## src/rtl/mnist_pkg.sv

```systemverilog
// Shared MNIST pipeline types: signed score type and class index sizing.
package mnist_pkg;

    localparam int FEATURE_W   = 16;
    localparam int NUM_CLASSES = 10;
    localparam int CLASS_W     = $clog2(NUM_CLASSES);

    typedef logic signed [FEATURE_W-1:0] feature_type;
    typedef logic [CLASS_W-1:0]          class_idx_type;

endpackage

```

## src/rtl/feature_if.sv

```systemverilog
// Valid/ready feature stream between pipeline layers; ready flows back from the sink.
interface feature_if
    import mnist_pkg::*;
#(
    parameter int N = 1
);
    logic        valid;
    logic        ready;
    feature_type features [N];

    modport source (output valid, output features, input ready);
    modport sink   (input valid, input features, output ready);
endinterface

```

## src/rtl/argmax_update.sv

```systemverilog
// One compare step of a running argmax; beat 0 seeds the running max unconditionally.
module argmax_update
    import mnist_pkg::*;
#(
    parameter int CLASS_W = mnist_pkg::CLASS_W
) (
    input  feature_type        cur_max,
    input  logic [CLASS_W-1:0] cur_idx,
    input  feature_type        score,
    input  logic [CLASS_W-1:0] idx,
    input  logic               first,
    output feature_type        nxt_max,
    output logic [CLASS_W-1:0] nxt_idx
);

    // Strict greater-than keeps the lowest index on ties.
    always_comb begin
        nxt_max = cur_max;
        nxt_idx = cur_idx;
        if (first || (score > cur_max)) begin
            nxt_max = score;
            nxt_idx = idx;
        end
    end

endmodule

```

## src/rtl/argmax_classifier.sv

```systemverilog
// Final MNIST stage: picks the highest signed score of each vector and offers it,
// with a running image count, on a valid/ready result port.
module argmax_classifier
    import mnist_pkg::feature_type;
#(
    parameter int NUM_CLASSES = mnist_pkg::NUM_CLASSES,
    parameter int CLASS_W     = $clog2(NUM_CLASSES),
    parameter int COUNT_W     = 16
) (
    input  logic               clock,
    input  logic               reset,
    feature_if.sink            features_in,
    output logic               result_valid,
    input  logic               result_ready,
    output logic [CLASS_W-1:0] result_class,
    output feature_type        result_score,
    output logic [COUNT_W-1:0] image_count
);

    typedef enum logic {S_RECV, S_OUT} state_type;

    state_type          state;
    state_type          state_nxt;
    logic               recv_ready;
    logic [CLASS_W-1:0] beat_idx;
    feature_type        max_reg;
    logic [CLASS_W-1:0] argmax_reg;
    feature_type        nxt_max;
    logic [CLASS_W-1:0] nxt_idx;
    logic               beat_fire;
    logic               last_beat;
    logic               result_fire;

    assign last_beat   = (beat_idx == CLASS_W'(NUM_CLASSES - 1));
    assign beat_fire   = features_in.valid && features_in.ready;
    assign result_fire = result_valid && result_ready;

    always_ff @(posedge clock or posedge reset) begin
        if (reset) begin
            state <= S_RECV;
        end else begin
            state <= state_nxt;
        end
    end

    always_comb begin
        state_nxt = state;
        case (state)
            S_RECV:  if (beat_fire && last_beat) state_nxt = S_OUT;
            S_OUT:   if (result_fire)            state_nxt = S_RECV;
            default: state_nxt = S_RECV;
        endcase
    end

    always_comb begin
        recv_ready   = (state == S_RECV);
        result_valid = (state == S_OUT);
    end

    // Ready is held low while reset is asserted even though the state already reads S_RECV.
    assign features_in.ready = recv_ready && !reset;

    argmax_update #(
        .CLASS_W (CLASS_W)
    ) u_update (
        .cur_max (max_reg),
        .cur_idx (argmax_reg),
        .score   (features_in.features[0]),
        .idx     (beat_idx),
        .first   (beat_idx == '0),
        .nxt_max (nxt_max),
        .nxt_idx (nxt_idx)
    );

    // Running max only moves on accepted beats, so it stays frozen while S_OUT is stalled.
    always_ff @(posedge clock or posedge reset) begin
        if (reset) begin
            beat_idx   <= '0;
            max_reg    <= '0;
            argmax_reg <= '0;
        end else if (beat_fire) begin
            beat_idx   <= last_beat ? '0 : beat_idx + CLASS_W'(1);
            max_reg    <= nxt_max;
            argmax_reg <= nxt_idx;
        end
    end

    always_ff @(posedge clock or posedge reset) begin
        if (reset) begin
            image_count <= '0;
        end else if (result_fire) begin
            image_count <= image_count + COUNT_W'(1);
        end
    end

    assign result_class = argmax_reg;
    assign result_score = max_reg;

endmodule

```

## src/flat_wrapper.sv

```systemverilog
// flat-port wrapper written by rule: the top's interface ports become plain ports
module argmax_classifier_flat import mnist_pkg::feature_type; import mnist_pkg::*;
#(
    parameter int NUM_CLASSES = mnist_pkg::NUM_CLASSES,
    parameter int CLASS_W     = $clog2(NUM_CLASSES),
    parameter int COUNT_W     = 16
)
  (clock, reset, result_valid, result_ready, result_class, result_score, image_count, features_in_valid, features_in_features, features_in_ready);
  feature_if #(.N(1)) features_in_i ();
  input  logic clock;
  input  logic reset;
  output logic result_valid;
  input  logic result_ready;
  output logic [CLASS_W-1:0] result_class;
  output feature_type result_score;
  output logic [COUNT_W-1:0] image_count;
  input wire logic [$bits(features_in_i.valid)-1:0] features_in_valid;
  input wire logic [$bits(features_in_i.features)-1:0] features_in_features;
  output wire logic [$bits(features_in_i.ready)-1:0] features_in_ready;
  assign features_in_i.valid = features_in_valid;
  assign features_in_i.features = {>>{features_in_features}};
  assign features_in_ready = features_in_i.ready;
  argmax_classifier #(.NUM_CLASSES(NUM_CLASSES), .CLASS_W(CLASS_W), .COUNT_W(COUNT_W)) u_core (.clock(clock), .reset(reset), .features_in(features_in_i), .result_valid(result_valid), .result_ready(result_ready), .result_class(result_class), .result_score(result_score), .image_count(image_count));
endmodule
```

## config.mk

```make
export PLATFORM = sky130hd
export DESIGN_NAME = argmax_classifier_flat
export DESIGN_NICKNAME = d
export VERILOG_FILES = /design/src/rtl/mnist_pkg.sv /design/src/rtl/feature_if.sv /design/src/rtl/argmax_update.sv /design/src/rtl/argmax_classifier.sv /design/src/flat_wrapper.sv
export SDC_FILE = /design/constraint.sdc
export NUM_CORES = 1
export LEC_CHECK = 0
export BUFFER_PORTS_ARGS = -buffer_cell sky130_fd_sc_hd__buf_2
export CAP_MARGIN = 0
export CORE_ASPECT_RATIO = 1.75
export CORE_UTILIZATION = 47
export CTS_CLUSTER_DIAMETER = 80
export DETAILED_ROUTE_END_ITERATION = 8
export HOLD_SLACK_MARGIN = 0.1
export PLACE_DENSITY = 0.83
export SETUP_SLACK_MARGIN = 0.2
export SLEW_MARGIN = 10
export SYNTH_ARGS = -nofsm -noshare
export SYNTH_HDL_FRONTEND = slang
export SYNTH_SLANG_ARGS = --single-unit
export TNS_END_PERCENT = 50
```

## constraint.sdc

```tcl
create_clock -name clock -period 2.2 [get_ports clock]
set_input_delay 0.44 -clock clock [delete_from_list [all_inputs] [get_ports clock]]
set_output_delay 0.44 -clock clock [all_outputs]
set_load 0.01 [all_outputs]
```

Yosys cells after proc, flatten, opt, wreduce, memory -nomap -nowiden
Cells that the tools add are included.
{"block": "word_totals", "regBits": 41, "inputBits": 20, "output_inout_bits": 38, "elab_cells": 22}
{"block": "classes", "n_addsub": 2, "order_cmp": 1, "n_eq_ne": 1, "mux": 4, "n_bitwise": 1, "reduce_logical": 8}
{"cell": "$add 16x1->16 const B", "n": 1}
{"cell": "$gt 16x16->1", "n": 1}
{"cell": "$add 4x1->4 const B", "n": 1}
{"cell": "$eq 4x4->1 const B", "n": 1}
{"cell": "$logic_and 1x1->1", "n": 4}
{"cell": "$logic_not 4->1", "n": 1}
{"cell": "$mux 4", "n": 1}
{"cell": "$mux 1", "n": 2}
{"cell": "$pmux 1 s2", "n": 1}
{"cell": "$reduce_and 2->1", "n": 1}
{"cell": "$logic_not 1->1", "n": 1}
{"cell": "$logic_or 1x1->1", "n": 1}
{"cell": "$not 1->1", "n": 1}

Depth between registers and ports, before layout
{"block": "depth", "ltp_word": 6, "ltp_mapped": 9}

Hierarchy
From an unflattened synthesis, not the netlist that was laid out.
{"block": "unflattened", "cells_unflattened": 204, "area_unflattened_um2": 2442.3}
{"module": "argmax_classifier", "instances": 1, "cells_each": 124, "area_per_inst_um2": 1687.9, "seq_area_each_um2": 1026.0}
{"module": "argmax_update", "instances": 1, "cells_each": 80, "area_per_inst_um2": 754.5, "seq_area_each_um2": 0.0}

Worst setup path after synthesis
No wires, ideal clock.
{"block": "synth_timing", "path_kind": "input to register", "startpoint": "input features_in_features[11]", "endpoint": "register u_core.max_reg[0], in the netlist u_core.result_score[0]", "setup_time_ns": 0.125, "arrival_ns": 2.244, "required_ns": 2.075, "slack_ns": -0.169, "stages": 8, "path_cell_list": "ha_1 a21oi_1 o22ai_1 nor4b_1 a31oi_2 a21oi_4 buf_12 mux2_4"}
{"block": "synth_via", "elab_chain_cells": 3}
{"element": "start, declared", "line": "flat_wrapper.sv:18", "text": "input wire logic [$bits(features_in_i.features)-1:0] features_in_features;"}
{"element": "$gt 16x16->1", "line": "argmax_update.sv:20", "text": "if (first || (score > cur_max)) begin"}
{"element": "$logic_or 1x1->1", "line": "argmax_update.sv:20"}
{"element": "$reduce_and 2->1 (no source line)"}
{"element": "end signal, assigned", "line": "argmax_classifier.sv:83", "text": "max_reg <= nxt_max;"}
{"element": "end, declared", "line": "argmax_classifier.sv:26", "text": "feature_type max_reg;"}
No other way between the ends.
A chain may end at the register's enable or synchronous reset.

Final worst setup path
{"block": "layout_timing", "startpoint": "register u_core.max_reg[11], in the netlist u_core.result_score[11]", "endpoint": "register u_core.max_reg[11], in the netlist u_core.result_score[11]"}
{"block": "layout_via", "elab_chain_cells": 3}
{"element": "$gt 16x16->1", "line": "argmax_update.sv:20"}
{"element": "$logic_or 1x1->1", "line": "argmax_update.sv:20"}
{"element": "$reduce_and 2->1 (no source line)"}
No other way between the ends.

==> metrics <==
H-tree levels=2; Vias=1703; # port buffers=57; initial antenna violation count=0; Initial Util=48.6%; I/O pin count=58; met3 wire len=174 µm; Post-synth EDFFs=0; Static Leak=1.49 nW; unrepaired setup endpoints after global routing=yes; final RePlAce weighted congestion=0.751; Tcrit/Tclk final=99.7%; area of the core=4400 µm²; commonest non-fill, non-tap cell in the layout=buf_2; reg2reg end=u_core.result_score[11]$_DFFE_PP0P_; Gate Count Post-Synth=189; CP endpoint kind=flop; total power=3.43 mW; final count of pins violating max slew=0; Yosys reg bits=41; DR pass1 iterations=4; Syn Std Cell Area=2140 µm²; Die Ht=91.3 µm; TritonCTS buffer count=5; first-pass GRT wire length=8.12 mm; TNS Setup=0 ns; via/cell ratio=5.26; Post-Place Cells=310; skew final=0.00919 ns; WL/cell=14.3 µm; post-synth cell types=29; Slew headroom=67.3%; Worst-path clk slew=0.08 ns; clk_lat worst skew=0.30 ns; worst reg2reg path depth=9; diodes inserted=0; register area=1030 µm²; Final ANT Viol Nets=0; pwr dens=1190 nW/µm²; multi-input logic area=1180 µm²; layout cells sized above 1=46.9%; net total in the final layout=309; Max Used Layer=met4; RR Startpoint=u_core.result_score[11]$_DFFE_PP0P_; met2 WL=2.57 mm; Slew @ Worst Pin=0.491 ns; max-cap violations=0; Core Rows=32; largest net degree at the start of global routing=40; Die ar.=4840 µm²; Fin. Hold Viols=0; mean post-synth cell area=11.3 µm²; Layout area overhead=35.4%; outcome=completed; Main synth FF type=dfrtp_1; CTS tree=done; fmax=456 MHz; grt ovf=0; Final min period=2.19 ns; worst-case vdd ir drop=0.764 mV; CP Data Required Time=2.39 ns; DP HPWL=3.21 mm; crit-path max FO=12; CP Class=flop to flop; DRT iter0 DRCs=33; Seq/Total Area, Yosys=48.0%; r2r setup slk=0.006 ns; fin area=2900 µm²; Hold Path Class=input pin to flop; buffer levels on the longest clock path=2; DP Area=2660 µm²; Residual DRC=0; total clock sinks=41; CP startpoint=u_core.result_score[11]$_DFFE_PP0P_; Synth Net Count=226; setup violators final=0; GRT Overall Usage=22.5%; total wire length=4.64 mm; Synth Warn #=0; Non-Filler Instances=324; CTS root buf=clkbuf_8; fraction of synthesis flops using an asynchronous set or reset pin=100%; vias in the first global route=1824; Worst EP arrival=2.38 ns; CP endpoint=u_core.result_score[11]$_DFFE_PP0P_; Critical Path Start Type=flop; Metal-1 WL=1.79 mm; Die Span X=53 µm; # fillers=352; most frequent cells in the layout=57 x buf_2, 41 x dfrtp_1, 17 x nand2_1, 17 x inv_1, 16 x buf_4
[how the worst min path moves through the flow]
| stage | start | to | cells after the start | slack (ns) |
|---|---|---|---|---|
| after floorplan | u_core.image_count[15]$_DFFE_PP0P_ | u_core.image_count[15]$_DFFE_PP0P_ | 1 | 0.51 |
| after global placement | reset | u_core.image_count[0]$_DFFE_PP0P_ | 2 | 0.34 |
| after detailed placement | reset | u_core.image_count[0]$_DFFE_PP0P_ | 2 | 0.35 |
| after CTS | result_ready | u_core.result_valid$_DFF_PP0_ | 2 | 0.39 |
| after global routing | result_ready | u_core.result_valid$_DFF_PP0_ | 2 | 0.38 |
| final | result_ready | u_core.result_valid$_DFF_PP0_ | 2 | 0.39 |
[cell usage after synthesis, drive strengths merged (3+ instances only)]
library cell | number | area, µm²
nand2b | 3 | 18.8
o21ai | 6 | 30.0
xor2 | 8 | 70.1
ha | 17 | 213
dfrtp | 41 | 1030
nor2 | 11 | 41.3
xnor2 | 9 | 78.8
nand3 | 8 | 40.0
inv | 22 | 82.6
mux2 | 20 | 263
nor3 | 3 | 15.0
a21oi | 7 | 46.3
nand4 | 5 | 31.3
nand2 | 17 | 63.8
[layer usage]
layer / global-route usage [%] / vias up
met5: 0 / -
met4: 9.65 / 0
met3: 5.03 / 11
met2: 38.7 / 33
met1: 25.4 / 853
li1: - / 806
[cell families (layout without fill, tap and decap cells)]
family,Yosys count,count (layout),synth area share [%]
adder cells (fa/ha/maj),17,17,9.94
buffers and inverters,23,107,4.80
AO/OA/AOI/OAI,19,19,6.08
flip-flops,41,41,48.0
AND/OR/NAND/NOR,52,52,12.0
XOR/XNOR,17,17,6.96
multiplexers,20,20,12.3
[layout make-up]
cell class / instances / share of cell area (%)
timing repair buffer: 77 / 15.8
clock buffer: 5 / 2.37
sequential: 41 / 35.4
clock inverter: 3 / 0.604
inverter: 22 / 2.85
tap: 51 / 2.20
multi-input combinational: 125 / 40.8
[through the flow]
step                      hold WS [ns]  utilization (%)  worst slack, ns
final                            0.393             65.8          0.00584
after global routing             0.382             65.8           -0.116
after CTS                        0.390             65.7           0.0258
after detailed placement         0.347             60.3           -0.175
after global placement           0.342             60.3           -0.160
after floorplan                  0.507                -          -0.0232
[power breakdown]
group          internal, mW  total (mW)  switching [mW]
registers              1.01        1.24           0.238
logic                 0.952        1.70           0.749
clock network         0.219       0.488           0.269
[state kept, by name, indices dropped and copies added, names as in the netlist]
signal               flops
u_core.beat_idx          4
u_core.image_count      16
u_core.result_class      4
u_core.result_score     16
u_core.result_valid      1
[critical path, stage by stage, from the launching register on]
cell and delay, ns:
dfrtp_1 0.40, inv_2 0.07, ha_4 0.20, a21oi_2 0.15, o22ai_2 0.10, nor4b_4 0.31, a31oi_4 0.14, a21oi_4 0.19
buf_12 0.18, mux2_2 0.34
[repair_timing]
item                       4_1_cts  5_1_grt
pin swaps                        4        1
setup endpoints to repair       19       19
buffers inserted                 5        0
hold buffers                     1        0
hold endpoints to repair         2        0
gates resized for setup         22        2
gates cloned                     0        0
Note: power is estimated with default switching activity, not from simulation.
